File: config.mk
export PLATFORM = sky130hd
export DESIGN_NAME = axi_read_router
export DESIGN_NICKNAME = d
export VERILOG_FILES = /design/src/rtl/axi_read_router.sv
export SDC_FILE = /design/constraint.sdc
export NUM_CORES = 1
export LEC_CHECK = 0
export ABC_AREA = 1
export CAP_MARGIN = 20
export CORE_AREA = 4 4 163 165
export CTS_CLUSTER_SIZE = 14
export DETAILED_ROUTE_END_ITERATION = 16
export DIE_AREA = 0 0 167 169
export GPL_ROUTABILITY_DRIVEN = 0
export PLACE_DENSITY_LB_ADDON = 0.25
export SLEW_MARGIN = 20
export SYNTH_ARGS = -nofsm -noshare
export SYNTH_HDL_FRONTEND = slang
export SYNTH_SLANG_ARGS = --single-unit
File: constraint.sdc
create_clock -name ACLK -period 6.1 [get_ports ACLK]
set_input_delay 1.22 -clock ACLK [delete_from_list [all_inputs] [get_ports ACLK]]
set_output_delay 1.22 -clock ACLK [all_outputs]
set_load 0.02 [all_outputs]
File: src/rtl/axi_read_router.sv
// AXI read-side router: registers one master AR, forwards it to the decoded
// slave, and returns R beats in issue order through a FIFO of slave indices.
module axi_read_router #(
    parameter int IDW      = 4,
    parameter int DW       = 32,
    parameter int OT_DEPTH = 4
) (
    input  logic              ACLK,
    input  logic              ARESET,
    input  logic              ARVALID_M,
    output logic              ARREADY_M,
    input  logic [31:0]       ARADDR_M,
    input  logic [IDW-1:0]    ARID_M,
    input  logic [3:0]        ARLEN_M,
    output logic              dec_valid,
    output logic [31:0]       dec_addr,
    input  logic [5:0]        dec_sel,
    output logic [5:0]        ARVALID_S,
    input  logic [5:0]        ARREADY_S,
    output logic [31:0]       ARADDR_S,
    output logic [IDW-1:0]    ARID_S,
    output logic [3:0]        ARLEN_S,
    input  logic [5:0]        RVALID_S,
    output logic [5:0]        RREADY_S,
    input  logic [6*DW-1:0]   RDATA_S,
    input  logic [6*IDW-1:0]  RID_S,
    input  logic [11:0]       RRESP_S,
    input  logic [5:0]        RLAST_S,
    output logic              RVALID_M,
    input  logic              RREADY_M,
    output logic [DW-1:0]     RDATA_M,
    output logic [IDW-1:0]    RID_M,
    output logic [1:0]        RRESP_M,
    output logic              RLAST_M
);

    localparam int PW = $clog2(OT_DEPTH);
    localparam int CW = PW + 1;

    typedef enum logic {
        IDLE,
        ISSUE
    } state_e;

    state_e         state_q, state_d;
    logic [31:0]    addr_q, addr_d;
    logic [IDW-1:0] id_q, id_d;
    logic [3:0]     len_q, len_d;
    logic [2:0]     fifo_q [OT_DEPTH];
    logic [2:0]     fifo_d [OT_DEPTH];
    logic [PW-1:0]  wr_ptr_q, wr_ptr_d;
    logic [PW-1:0]  rd_ptr_q, rd_ptr_d;
    logic [CW-1:0]  count_q, count_d;

    logic [2:0] tgt;
    logic [2:0] head;
    logic       ar_ok;
    logic       push;
    logic       pop;
    logic       empty;

    // Anything other than a clean one-hot select goes to the default slave.
    always_comb begin
        tgt = 3'd5;
        case (dec_sel)
            6'b000001: tgt = 3'd0;
            6'b000010: tgt = 3'd1;
            6'b000100: tgt = 3'd2;
            6'b001000: tgt = 3'd3;
            6'b010000: tgt = 3'd4;
            default:   tgt = 3'd5;
        endcase
    end

    always_comb begin
        state_d   = state_q;
        addr_d    = addr_q;
        id_d      = id_q;
        len_d     = len_q;
        ARREADY_M = 1'b0;
        dec_valid = 1'b0;
        ARVALID_S = '0;
        push      = 1'b0;
        ar_ok     = count_q < CW'(OT_DEPTH);
        unique case (state_q)
            IDLE: begin
                ARREADY_M = ar_ok;
                if (ARVALID_M && ar_ok) begin
                    addr_d  = ARADDR_M;
                    id_d    = ARID_M;
                    len_d   = ARLEN_M;
                    state_d = ISSUE;
                end
            end
            ISSUE: begin
                dec_valid      = 1'b1;
                ARVALID_S[tgt] = 1'b1;
                if (ARREADY_S[tgt]) begin
                    push    = 1'b1;
                    state_d = IDLE;
                end
            end
            default: state_d = IDLE;
        endcase
    end

    assign dec_addr = addr_q;
    assign ARADDR_S = addr_q;
    assign ARID_S   = id_q;
    assign ARLEN_S  = len_q;

    assign head  = fifo_q[rd_ptr_q];
    assign empty = (count_q == '0);

    always_comb begin
        RVALID_M = 1'b0;
        RREADY_S = '0;
        RDATA_M  = '0;
        RID_M    = '0;
        RRESP_M  = '0;
        RLAST_M  = 1'b0;
        if (!empty) begin
            RVALID_M       = RVALID_S[head];
            RREADY_S[head] = RREADY_M;
            RDATA_M        = RDATA_S[head*DW +: DW];
            RID_M          = RID_S[head*IDW +: IDW];
            RRESP_M        = RRESP_S[head*2 +: 2];
            RLAST_M        = RLAST_S[head];
        end
    end

    assign pop = RVALID_M && RREADY_M && RLAST_M;

    always_comb begin
        fifo_d = fifo_q;
        if (push) begin
            fifo_d[wr_ptr_q] = tgt;
        end
        wr_ptr_d = wr_ptr_q + PW'(push);
        rd_ptr_d = rd_ptr_q + PW'(pop);
        count_d  = count_q + CW'(push) - CW'(pop);
    end

    always_ff @(posedge ACLK or posedge ARESET) begin
        if (ARESET) begin
            state_q  <= IDLE;
            addr_q   <= '0;
            id_q     <= '0;
            len_q    <= '0;
            wr_ptr_q <= '0;
            rd_ptr_q <= '0;
            count_q  <= '0;
            for (int i = 0; i < OT_DEPTH; i++) begin
                fifo_q[i] <= '0;
            end
        end else begin
            state_q  <= state_d;
            addr_q   <= addr_d;
            id_q     <= id_d;
            len_q    <= len_d;
            wr_ptr_q <= wr_ptr_d;
            rd_ptr_q <= rd_ptr_d;
            count_q  <= count_d;
            fifo_q   <= fifo_d;
        end
    end

endmodule

Word level (Yosys, flattened, before mapping)

Index checks and enable logic that the tools add are counted.
Widths: inputs -> output; s select.

Register bits after elaboration: 60
Input bits: 296
Output and inout bits: 126
Logic and storage cells: 74

Add/sub/neg operators: 4
Order comparisons: 8
Equality and inequality tests: 5
Shift operators: 3
Mux-type cells: 31
Bitwise logic cells: 4
Reduce and logical (&&, ||, !) cells: 8

Operator list:

| operator           | number |
|---|---|
| $shiftx 192x9->32  | 1 |
| $mux 32            | 1 |
| $shiftx 24x6->4    | 1 |
| $pmux 3 s5         | 1 |
| $mux 1             | 13 |
| $bwmux 12          | 1 |
| $mux 6             | 2 |
| $shiftx 12x5->2    | 1 |
| $bmux 1 s3         | 3 |
| $mux 3             | 3 |
| $lt 3x4->1 const B | 2 |
| $and 6x6->6        | 1 |
| $bmux 3 s2         | 1 |
| $demux 1 s3        | 2 |
| $demux 3 s2        | 1 |
| $eq 6x1->1 const B | 1 |
| $eq 6x2->1 const B | 1 |
| $eq 6x3->1 const B | 1 |
| $eq 6x4->1 const B | 1 |
| $eq 6x5->1 const B | 1 |
| $ge 3x1->1 const B | 2 |
| $ge 3x3->1 const B | 2 |
| $logic_and 1x1->1  | 6 |
| $not 2->3          | 2 |
| other kinds (11)   | 12 |

Depth between registers and ports, before layout

Gate-level depths: netlist of run 1.

Depth after elaboration: 10
Gate-level depth with buffers: 18
Gate-level depth less buffers: 18

Worst setup path after synthesis of run 1

No wires, ideal clock.

Kind: in2reg
Start: input dec_sel[0]
End: register count_q[2]
Library setup time: 0.123 ns
Data arrival time: 3.209 ns
Required time: 5.977 ns
Path slack: 2.769 ns
Stages: 15
Path buffers: 1
Path through: nor2_2 nand3_2 nand2_2 o21ai_4 nand2_2 nand3_4 nor2_4 buf_6 inv_1 ha_1 inv_1 ha_1 inv_1 fa_1 xnor2_1

Cells in the longest elaborated chain, start to end: 8
Elaborated cells between the ends (all ways): 12
Classes of those cells: add/sub: 2; eq/ne: 5; mux: 5

RTL lines:

| item                                     | line | text |
|---|---|---|
| from (decl)                              | 17   | `input logic [5:0] dec_sel,` |
| $eq 6x5->1, or another cell as far along | 65   | `case (dec_sel)` |
| $pmux 3 s5 (*)                           | 65   |  |
| $bmux 1 s3 (*)                           | 98   | `if (ARREADY_S[tgt]) begin` |
| $mux 1 (implied by the code) (*)         | 98   |  |
| $mux 1 (*)                               | 98   |  |
| $mux 1 (*)                               | 85   | `unique case (state_q)` |
| $add 3x1->3 (*)                          | 141  | `count_d = count_q + CW'(push) - CW'(pop);` |
| $sub 3x1->3 (*)                          | 141  |  |
| via count_d[2]                           | 53   | `logic [CW-1:0] count_q, count_d;` |
| to (signal assigned)                     | 163  | `count_q <= count_d;` |
| to (decl)                                | 53   |  |

The timed path passes the listed nets; every way through them passes the cells marked *. The select of a mux whose other input is x is not followed.
A chain may end at the register's enable or synchronous reset.

Final worst setup path of run 1

Start: register rd_ptr_q[0]
End: output RDATA_M[10]

Cells in the longest elaborated chain, start to end: 6

RTL lines:

| item                                       | line | text |
|---|---|---|
| from (decl)                                | 52   | `logic [PW-1:0] rd_ptr_q, rd_ptr_d;` |
| from (signal assigned)                     | 162  | `rd_ptr_q <= rd_ptr_d;` |
| $not 2->3 (implied by the code)            | 112  | `assign head = fifo_q[rd_ptr_q];` |
| $bmux 3 s2                                 | 112  |  |
| $mux 3 (implied by the code) (2 in series) | 112  |  |
| $shiftx 192x9->32                          | 125  | `RDATA_M = RDATA_S[head*DW +: DW];` |
| $mux 32                                    | 122  | `if (!empty) begin` |
| to (decl)                                  | 31   | `output logic [DW-1:0] RDATA_M,` |

No other way between the ends. The select of a mux whose other input is x is not followed.

==> impl_metrics.tcl, run 1 <==
set metrics [dict create \
    clk_path_buf_depth 2 \
    reg2reg_slack_ps 2260 \
    path_cells "inv_2, nand2_1, nand3_1, nand2_4, inv_4, buf_4, nor2_1, o21ai_1, nand3_1, a21oi_1, clkdlybuf4s50_1" \
    rsz0062_at_grt "no" \
    post-route-util_pct 38.2 \
    synth_seq_cells 60 \
    intPower_mw 2.92 \
    crit_path_top_delay_cell "inv_4" \
    p_comb_share_pct 79.7 \
    crit_arrival_ps 3630 \
    vias_per_cell 4.55 \
    fmax_ghz 0.206 \
    fin_ws_ps 1250 \
    final-instance-count-excl-fill 1444 \
    drc 0 \
    synth_edf_count 0 \
    grt_max_degree 77 \
    fin_tns_setup_ps 0 \
    critPathCaptureType "primary output" \
    coreArea_um2 25000 \
    dp_worst_setup_slack_ps 1630 \
    ys_types 28 \
    synthArstFlopShare_pct 100 \
    grt_pass1_wl_mm 40.8 \
    ant_nets 0 \
    clock_latency_ps 330 \
    layout_commonest_cell "clkdlybuf4s50_1" \
    drt-initial-drc-count 437 \
    top_usage_layer "met2" \
    dp.final_hpwl_mm 21.4 \
    cp_data_required_time_ps 4880 \
    port_buffers 421 \
    synth-seq-area-share_pct 29.4 \
    finalHoldViolations 0 \
    hold_buffers 0 \
    grt_use_total_pct 18.4 \
    power.share.clock_pct 7.9 \
    nets 1410 \
    switching_power_mw 3.25 \
    ys_warn_count 0 \
    dr.pass1.iters 6 \
    fin_crit_ps 4850 \
    antenna_cells 0 \
    die_area_um2 28200 \
    crit_top_cell "nand3_1" \
    path_delay_family "buffers and inverters" \
    use_met3_pct 5.91 \
    die_h_um 169 \
    area_growth_syn_to_layout_pct 87.1 \
    ys.flop_type "dfrtp_1" \
    status "finished, final reports clean" \
    vias 6567 \
    fp-row-count 58 \
    grtUsageMet1_pct 22.4 \
    cts_tree "done" \
    drv_cap 0 \
    p_leak_nw 4.00 \
    hp-class "flip-flop to flip-flop" \
    placedCellCount 1428 \
    worst-setup-path-type "flip-flop to primary output" \
    numCtsBuffers 9 \
    holdWs_ps 492 \
    max_stage_delay_ps 700 \
    p_seq_share_pct 12.5 \
    antenna_found_initial 0 \
    gr-usage-met2_pct 31.5 \
    path_buf_inv 4 \
    h-tree-depth 3 \
    avgSynthCellArea_um2 6.78 \
    switching_share_pct 52.7 \
    syn_inst 754 \
    cts_root_buffer "clkbuf_16" \
    first_global_vias 6832 \
    die_w_um 167 \
    ir_drop_mv 0.323 \
    synth_nets 1055 \
    post_cts_buffers 0 \
    cp-start-kind "flip-flop" \
    setup_violations 0 \
    cts_resized 0 \
    cp_max_fo 76 \
    worstMarginPinSlew_ps 989 \
    start_util_pct 20.4 \
    io_pins 422 \
    finClkSkew_ps 8.59 \
    maxSlewViolCount 0 \
    min_period_over_period_pct 79.5 \
    routedWlPerCell_um 18.9 \
    max-slew-margin-rel_pct 33.8 \
    drt_wl_total_mm 27.2 \
    cts_sinks 60 \
    powerDensity_nw_per_um2 644 \
    grt_overflow 0 \
    final_cell_mix "421 x clkdlybuf4s50_1, 175 x nand2_1, 102 x nand3_1" \
    clk_pin_slew_worst_paths_ps 60 \
    drive_gt1_share_pct 8.08 \
    netlist_area_um2 5110 \
]
[path summary, 6_finish.rpt]
check | startpoint | depth (start not counted) | end
worst max-delay path | rd_ptr_q[0] | 11 | RDATA_M[10]
worst min-delay path | fifo_q[8] | 2 | fifo_q[8]
worst max register to register | rd_ptr_q[0] | 17 | count_q[2]
worst min register to register | fifo_q[8] | 2 | fifo_q[8]
max in group asynchronous | ARESET | 3 | fifo_q[5]
min in group asynchronous | ARESET | 3 | ARADDR_S[14]
[Yosys cell counts (4+ instances only)]
cell        n  area (µm²)
nand3_1   102         510
inv_1      26        97.6
o21ai_1    42         210
dfrtp_1    60        1500
a21oi_1    76         380
o21ai_0    38         190
inv_2       8        30.0
mux2_2     40         450
nand2_1   176         661
nor2_1     67         251
buf_2      30         150
ha_1        4        50.1
buf_4      40         300
nand3_2     4        40.0
nand4_1     7        43.8
clkbuf_1   12        45.0
nand2_2     5        31.3
[state kept, by name (all words and copies together) (netlist names)]
name	count
ARADDR_S	32
fifo_q	12
ARID_S	4
ARLEN_S	4
count_q	3
rd_ptr_q	2
wr_ptr_q	2
state_q	1
[tightest hold or removal path, delay by kind of cell, from the launching register on]
family,cells,cell delay (ps)
AND/OR/NAND/NOR,2,120
flip-flops,1,350
[power groups by stage]
stage	registers [mW]	clock network, mW	logic (mW)
detailed placement	0.769	0	4.94
global placement	0.770	0	4.94
finish	0.769	0.485	4.91
CTS	0.771	0.504	4.96
global route	0.804	0.519	5.32
floorplan	0.900	0	2.84
[routing by layer]
metal  routed length, µm  part of all wire, %  vias to the layer above
met1               11000                   40                     3013
met3                2490                  9.1                       26
met2               13200                   49                      330
li1                    -                    -                     3198
met5                   0                    0                        -
met4                 517                  1.9                        0
[final cells by class]
| cell class | count | area, µm² |
|---|---|---|
| Inverter | 34 | 130 |
| Timing Repair Buffer | 428 | 4270 |
| Multi-Input combinational cell | 576 | 2980 |
| Sequential cell | 60 | 1500 |
| Tap cell | 330 | 413 |
| Fill cell | 2627 | 15500 |
| Clock buffer | 9 | 225 |
| Clock inverter | 7 | 60.1 |
[cell families (layout without fill, tap and decap cells)]
| family | Yosys count | count (layout) | synth area share [%] |
|---|---|---|---|
| AOI/OAI and AO/OA | 158 | 158 | 15.7 |
| xor gates and xnor gates | 4 | 4 | 0.685 |
| adders and majority gates | 5 | 5 | 1.37 |
| buffers and inverters | 118 | 478 | 12.6 |
| DFF | 60 | 60 | 29.4 |
| muxes | 40 | 40 | 8.81 |
| and+or+nand+nor | 369 | 369 | 31.4 |
[stage by stage]
step | power [mW] | cell area [µm²]
6_report | 6.17 | 9570
5_1_grt | 6.65 | 9570
4_1_cts | 6.24 | 9570
3_5_place_dp | 5.71 | 9290
3_3_place_gp | 5.71 | 9290
2_1_floorplan | 3.74 | 5110
Power figures use the tool's default switching activity.
==> run 2: changes to the inputs <==
==> constraint.sdc (replaced) <==
create_clock -name ACLK -period 4.6 [get_ports ACLK]
set_input_delay 0.92 -clock ACLK [delete_from_list [all_inputs] [get_ports ACLK]]
set_output_delay 0.92 -clock ACLK [all_outputs]
set_load 0.02 [all_outputs]
==> impl_metrics.tcl, run 2 (synthesis gave the netlist of run 1 again) <==
set metrics [dict create \
    status "finished, final reports clean" \
    nets 1414 \
    h-tree-depth 3 \
    worst-setup-path-type "flip-flop to primary output" \
    coreArea_um2 25000 \
    drive_gt1_share_pct 8.33 \
    rsz0062_at_grt "no" \
    antenna_found_initial 1 \
    max-slew-margin-rel_pct 35.9 \
    r2r_start "rd_ptr_q[0]" \
    worstMarginPinSlew_ps 957 \
    crit_arrival_ps 3120 \
    die_w_um 167 \
    startpoint "rd_ptr_q[0]" \
    rr_endpoint "count_q[2]" \
    routedWlPerCell_um 18.9 \
    dr.pass1.iters 5 \
    intPower_mw 4.01 \
    port_buffers 421 \
    p_seq_share_pct 12.2 \
    die_area_um2 28200 \
    maxSlewViolCount 0 \
    switching_share_pct 52.1 \
    p_comb_share_pct 79.7 \
    numCtsBuffers 9 \
    finalHoldViolations 0 \
    hp-class "flip-flop to flip-flop" \
    critPathCaptureType "primary output" \
    placedCellCount 1432 \
    switching_power_mw 4.36 \
    dp.final_hpwl_mm 21.3 \
    fin_tns_setup_ps 0 \
    drt_wl_total_mm 27.3 \
    clock_latency_ps 330 \
    powerDensity_nw_per_um2 867 \
    vias 6573 \
    first_global_vias 6746 \
    grt_pass1_wl_mm 40.4 \
    hold_buffers 0 \
    drv_cap 0 \
    worstHoldEndpoint "fifo_q[1]" \
    min_period_over_period_pct 87.9 \
    fin_crit_ps 4040 \
    p_leak_nw 4.04 \
    post_cts_buffers 0 \
    cts_root_buffer "clkbuf_16" \
    r2r_cells 17 \
    cp_data_required_time_ps 3680 \
    setup_violations 0 \
    holdPathStages 2 \
    grt_use_total_pct 18.3 \
    final_cell_mix "421 x clkdlybuf4s50_1, 175 x nand2_1, 102 x nand3_1" \
    fmax_ghz 0.247 \
    area_growth_syn_to_layout_pct 88.6 \
    cts_tree "done" \
    ir_drop_mv 0.614 \
    largest_register_ffs 32 \
    die_h_um 169 \
    drc 0 \
    hold_start "fifo_q[1]" \
    cp-start-kind "flip-flop" \
    ant_nets 0 \
    start_util_pct 20.4 \
    grt_overflow 0 \
    cp_max_fo 121 \
    reg2reg_slack_ps 1110 \
    power.share.clock_pct 8.1 \
    cts_resized 0 \
    fp-row-count 58 \
    clk_path_buf_depth 2 \
    vias_per_cell 4.54 \
    finClkSkew_ps 5.48 \
    layout_commonest_cell "clkdlybuf4s50_1" \
    grt_max_degree 122 \
    io_pins 422 \
    final-instance-count-excl-fill 1448 \
    drt-initial-drc-count 581 \
    cts_sinks 60 \
    clk_pin_slew_worst_paths_ps 50 \
]
-- run 2: cell types whose count changed in the layout (fill, tap and decap cells not counted) --
cell / previous run / this run
clkinvlp_4: 3 / 0
buf_12: 0 / 2
buf_4: 7 / 9
clkbuf_8: 0 / 2
clkinv_2: 0 / 2
inv_6: 2 / 0
bufinv_16: 0 / 1
diode_2: 0 / 1
inv_8: 1 / 0
-- run 2: power by group through the flow --
stage	Clock, mW	Combinational, mW	Sequential, mW
2_1_floorplan	0	3.77	1.19
3_3_place_gp	0	6.71	1.02
3_5_place_dp	0	6.72	1.01
4_1_cts	0.706	6.75	1.02
5_1_grt	0.727	7.19	1.06
6_report	0.681	6.67	1.02
-- run 2: metrics by stage --
| step | area (µm²) | power (mW) | worst slack, ps | hold slack (ps) | utilization [%] |
|---|---|---|---|---|---|
| after CTS | 9640 | 8.48 | 533 | 489 | 38.5 |
| after floorplan | 5110 | 4.96 | 1570 | 449 | - |
| after global routing | 9650 | 8.98 | 377 | 509 | 38.5 |
| final | 9650 | 8.37 | 556 | 486 | 38.5 |
| after global placement | 9340 | 7.72 | 883 | 476 | 37.3 |
| after detailed placement | 9340 | 7.73 | 847 | 473 | 37.3 |
-- run 2: metal layers --
layer	wire length, µm	part of all wire [%]	GRT usage [%]
met4	723	2.6	6.26
met1	11400	42	23.3
met3	2290	8.4	5.00
met5	0	0	0
met2	12900	47	30.0
-- run 2: layout make-up --
type                    count  area, µm²
diodes                      1       2.50
well taps                 330        413
fillers                  2619      15400
inverters                  34        130
repair buffers            432       4320
flip-flops and latches     60       1500
clock inverters             4       48.8
multi-input cells         576       2980
clock buffers              11        253
-- run 2: worst max-delay path, stage by stage, from the launching register on --
cell and delay, ps:
dfrtp_1 470, inv_2 100, nand2_1 70, nand3_1 110, nand2_4 120, buf_12 380, o21ai_1 170, o21ai_1 260
nand3_1 210, nor2_2 160, clkdlybuf4s50_1 650
-- run 2: worst max path at each step --
stage | to | slack, ps | cells past startpoint
3_5_place_dp | count_q[2] | 850 | 16
2_1_floorplan | count_q[2] | 1570 | 15
6_report | RLAST_M | 560 | 10
3_3_place_gp | ARVALID_S[5] | 880 | 8
4_1_cts | RLAST_M | 530 | 10
5_1_grt | RLAST_M | 380 | 10
==> run 3: changes to the inputs <==
--- a/config.mk
+++ b/config.mk
@@ -13,6 +13,7 @@
 export DIE_AREA = 0 0 167 169
 export GPL_ROUTABILITY_DRIVEN = 0
 export PLACE_DENSITY_LB_ADDON = 0.25
+export REMOVE_ABC_BUFFERS = 1
 export SLEW_MARGIN = 20
 export SYNTH_ARGS = -nofsm -noshare
 export SYNTH_HDL_FRONTEND = slang
==> impl_metrics.tcl, run 3 (synthesis gave the netlist of run 1 again) <==
set metrics [dict create \
    status "finished, final reports clean" \
    hp-class "flip-flop to flip-flop" \
    setup_violations 0 \
    drv_cap 0 \
    drc 0 \
    max-slew-margin-rel_pct 44.5 \
    ir_drop_mv 0.482 \
    ant_nets 0 \
    fin_crit_ps 3960 \
    p_seq_share_pct 12.4 \
    dr.pass1.iters 5 \
    switching_share_pct 51.3 \
    nets 1418 \
    fin_tns_setup_ps 0 \
    coreArea_um2 25000 \
    switching_power_mw 4.27 \
    final_cell_mix "421 x clkdlybuf4s50_1, 176 x nand2_1, 102 x nand3_1" \
    fp-row-count 58 \
    powerDensity_nw_per_um2 858 \
    clk_path_buf_depth 2 \
    io_pins 422 \
    worstMarginPinSlew_ps 831 \
    drt_wl_total_mm 26.4 \
    r2r_cells 16 \
    cts_resized 0 \
    layout_commonest_cell "clkdlybuf4s50_1" \
    drive_gt1_share_pct 8.65 \
    cts_sinks 60 \
    fmax_ghz 0.252 \
    crit_top_cell "nand2_1" \
    p_comb_share_pct 78.8 \
    intPower_mw 4.05 \
    r2r_start "rd_ptr_q[0]" \
    power.share.clock_pct 8.8 \
    vias_per_cell 4.51 \
    die_w_um 167 \
    p_total_mw 8.32 \
    p_leak_nw 4.07 \
    critPathCaptureType "primary output" \
    antenna_found_initial 3 \
    routedWlPerCell_um 18.2 \
    die_h_um 169 \
    rr_endpoint "count_q[2]" \
    port_buffers 421 \
    max_stage_delay_ps 630 \
    worstSetupEndpoint "RVALID_M" \
    finClkSkew_ps 9.71 \
    cts_tree "done" \
    numCtsBuffers 9 \
    startpoint "rd_ptr_q[0]" \
    first_global_vias 6782 \
    hold_buffers 0 \
    grt_overflow 0 \
    maxSlewViolCount 0 \
    min_period_over_period_pct 86.1 \
    cp_data_required_time_ps 3680 \
    grt_pass1_wl_mm 39.3 \
    cts_root_buffer "clkbuf_16" \
    largest_register_ffs 32 \
    drt-initial-drc-count 453 \
    reg2reg_slack_ps 1160 \
    path_cells "inv_2, nand2_1, nand3_1, nand2_1, nand2_1, inv_2, o211ai_1, nand3_1, nand2_1, inv_1, clkdlybuf4s50_1" \
    vias 6562 \
    finalHoldViolations 0 \
    rsz0062_at_grt "no" \
    post_cts_buffers 0 \
    cp_max_fo 35 \
    worst-setup-path-type "flip-flop to primary output" \
    cp-start-kind "flip-flop" \
    start_util_pct 20.4 \
    crit_path_top_delay_cell "clkdlybuf4s50_1" \
    crit_arrival_ps 3040 \
    grt_max_degree 73 \
    area_growth_syn_to_layout_pct 89.6 \
    grt_use_total_pct 17.5 \
    clock_latency_ps 320 \
    dp.final_hpwl_mm 20.7 \
    die_area_um2 28200 \
    clk_pin_slew_worst_paths_ps 50 \
    h-tree-depth 3 \
]
==> run 3: layout make-up <==
cell class / count / area (µm²)
Fill cell: 2643 / 15300
Timing Repair Buffer: 436 / 4350
Multi-Input combinational cell: 576 / 2970
Sequential cell: 60 / 1500
Tap cell: 330 / 413
Clock buffer: 9 / 225
Inverter: 34 / 129
Clock inverter: 7 / 98.8
Antenna cell: 3 / 7.51
==> run 3: metal layers <==
layer / vias to the layer above / global-route usage, % / wire length (µm)
met5: - / 0 / 0
met4: 0 / 5.19 / 470
met3: 28 / 4.30 / 1960
met2: 297 / 30.9 / 13400
met1: 3023 / 21.0 / 10600
li1: 3214 / - / -
==> run 3: how the worst min path moves through the flow <==
stage | from | end | depth (start not counted)
4_1_cts | fifo_q[2] | fifo_q[2] | 2
2_1_floorplan | fifo_q[0] | fifo_q[0] | 2
5_1_grt | fifo_q[3] | fifo_q[3] | 2
3_5_place_dp | fifo_q[2] | fifo_q[2] | 2
6_report | fifo_q[2] | fifo_q[2] | 2
3_3_place_gp | fifo_q[1] | fifo_q[1] | 2
==> run 3: stage by stage <==
stage               hold slack (ps)  util [%]  setup slack [ps]  instances  instance area, µm²
floorplan                       449         -              53.3        670                4600
global placement                477      37.4               886       1436                9370
CTS                             488      38.7               577       1452                9690
global route                    508      38.7               361       1455                9700
finish                          482      38.7               638       1455                9700
detailed placement              476      37.4               853       1436                9370
==> run 3: worst max-delay path, delay by kind of cell (launching register included) <==
family	cells	cell delay [ps]
buffers and inverters	4	1380
AND/OR/NAND/NOR	6	610
flip-flops	1	460
AO/OA/AOI/OAI	1	220
==> run 3: power by group through the flow <==
stage	sequential [mW]	clock [mW]	combinational (mW)
finish	1.03	0.732	6.56
floorplan	1.39	0	3.11
global route	1.08	0.771	7.06
detailed placement	1.03	0	6.60
CTS	1.04	0.751	6.63
global placement	1.04	0	6.59
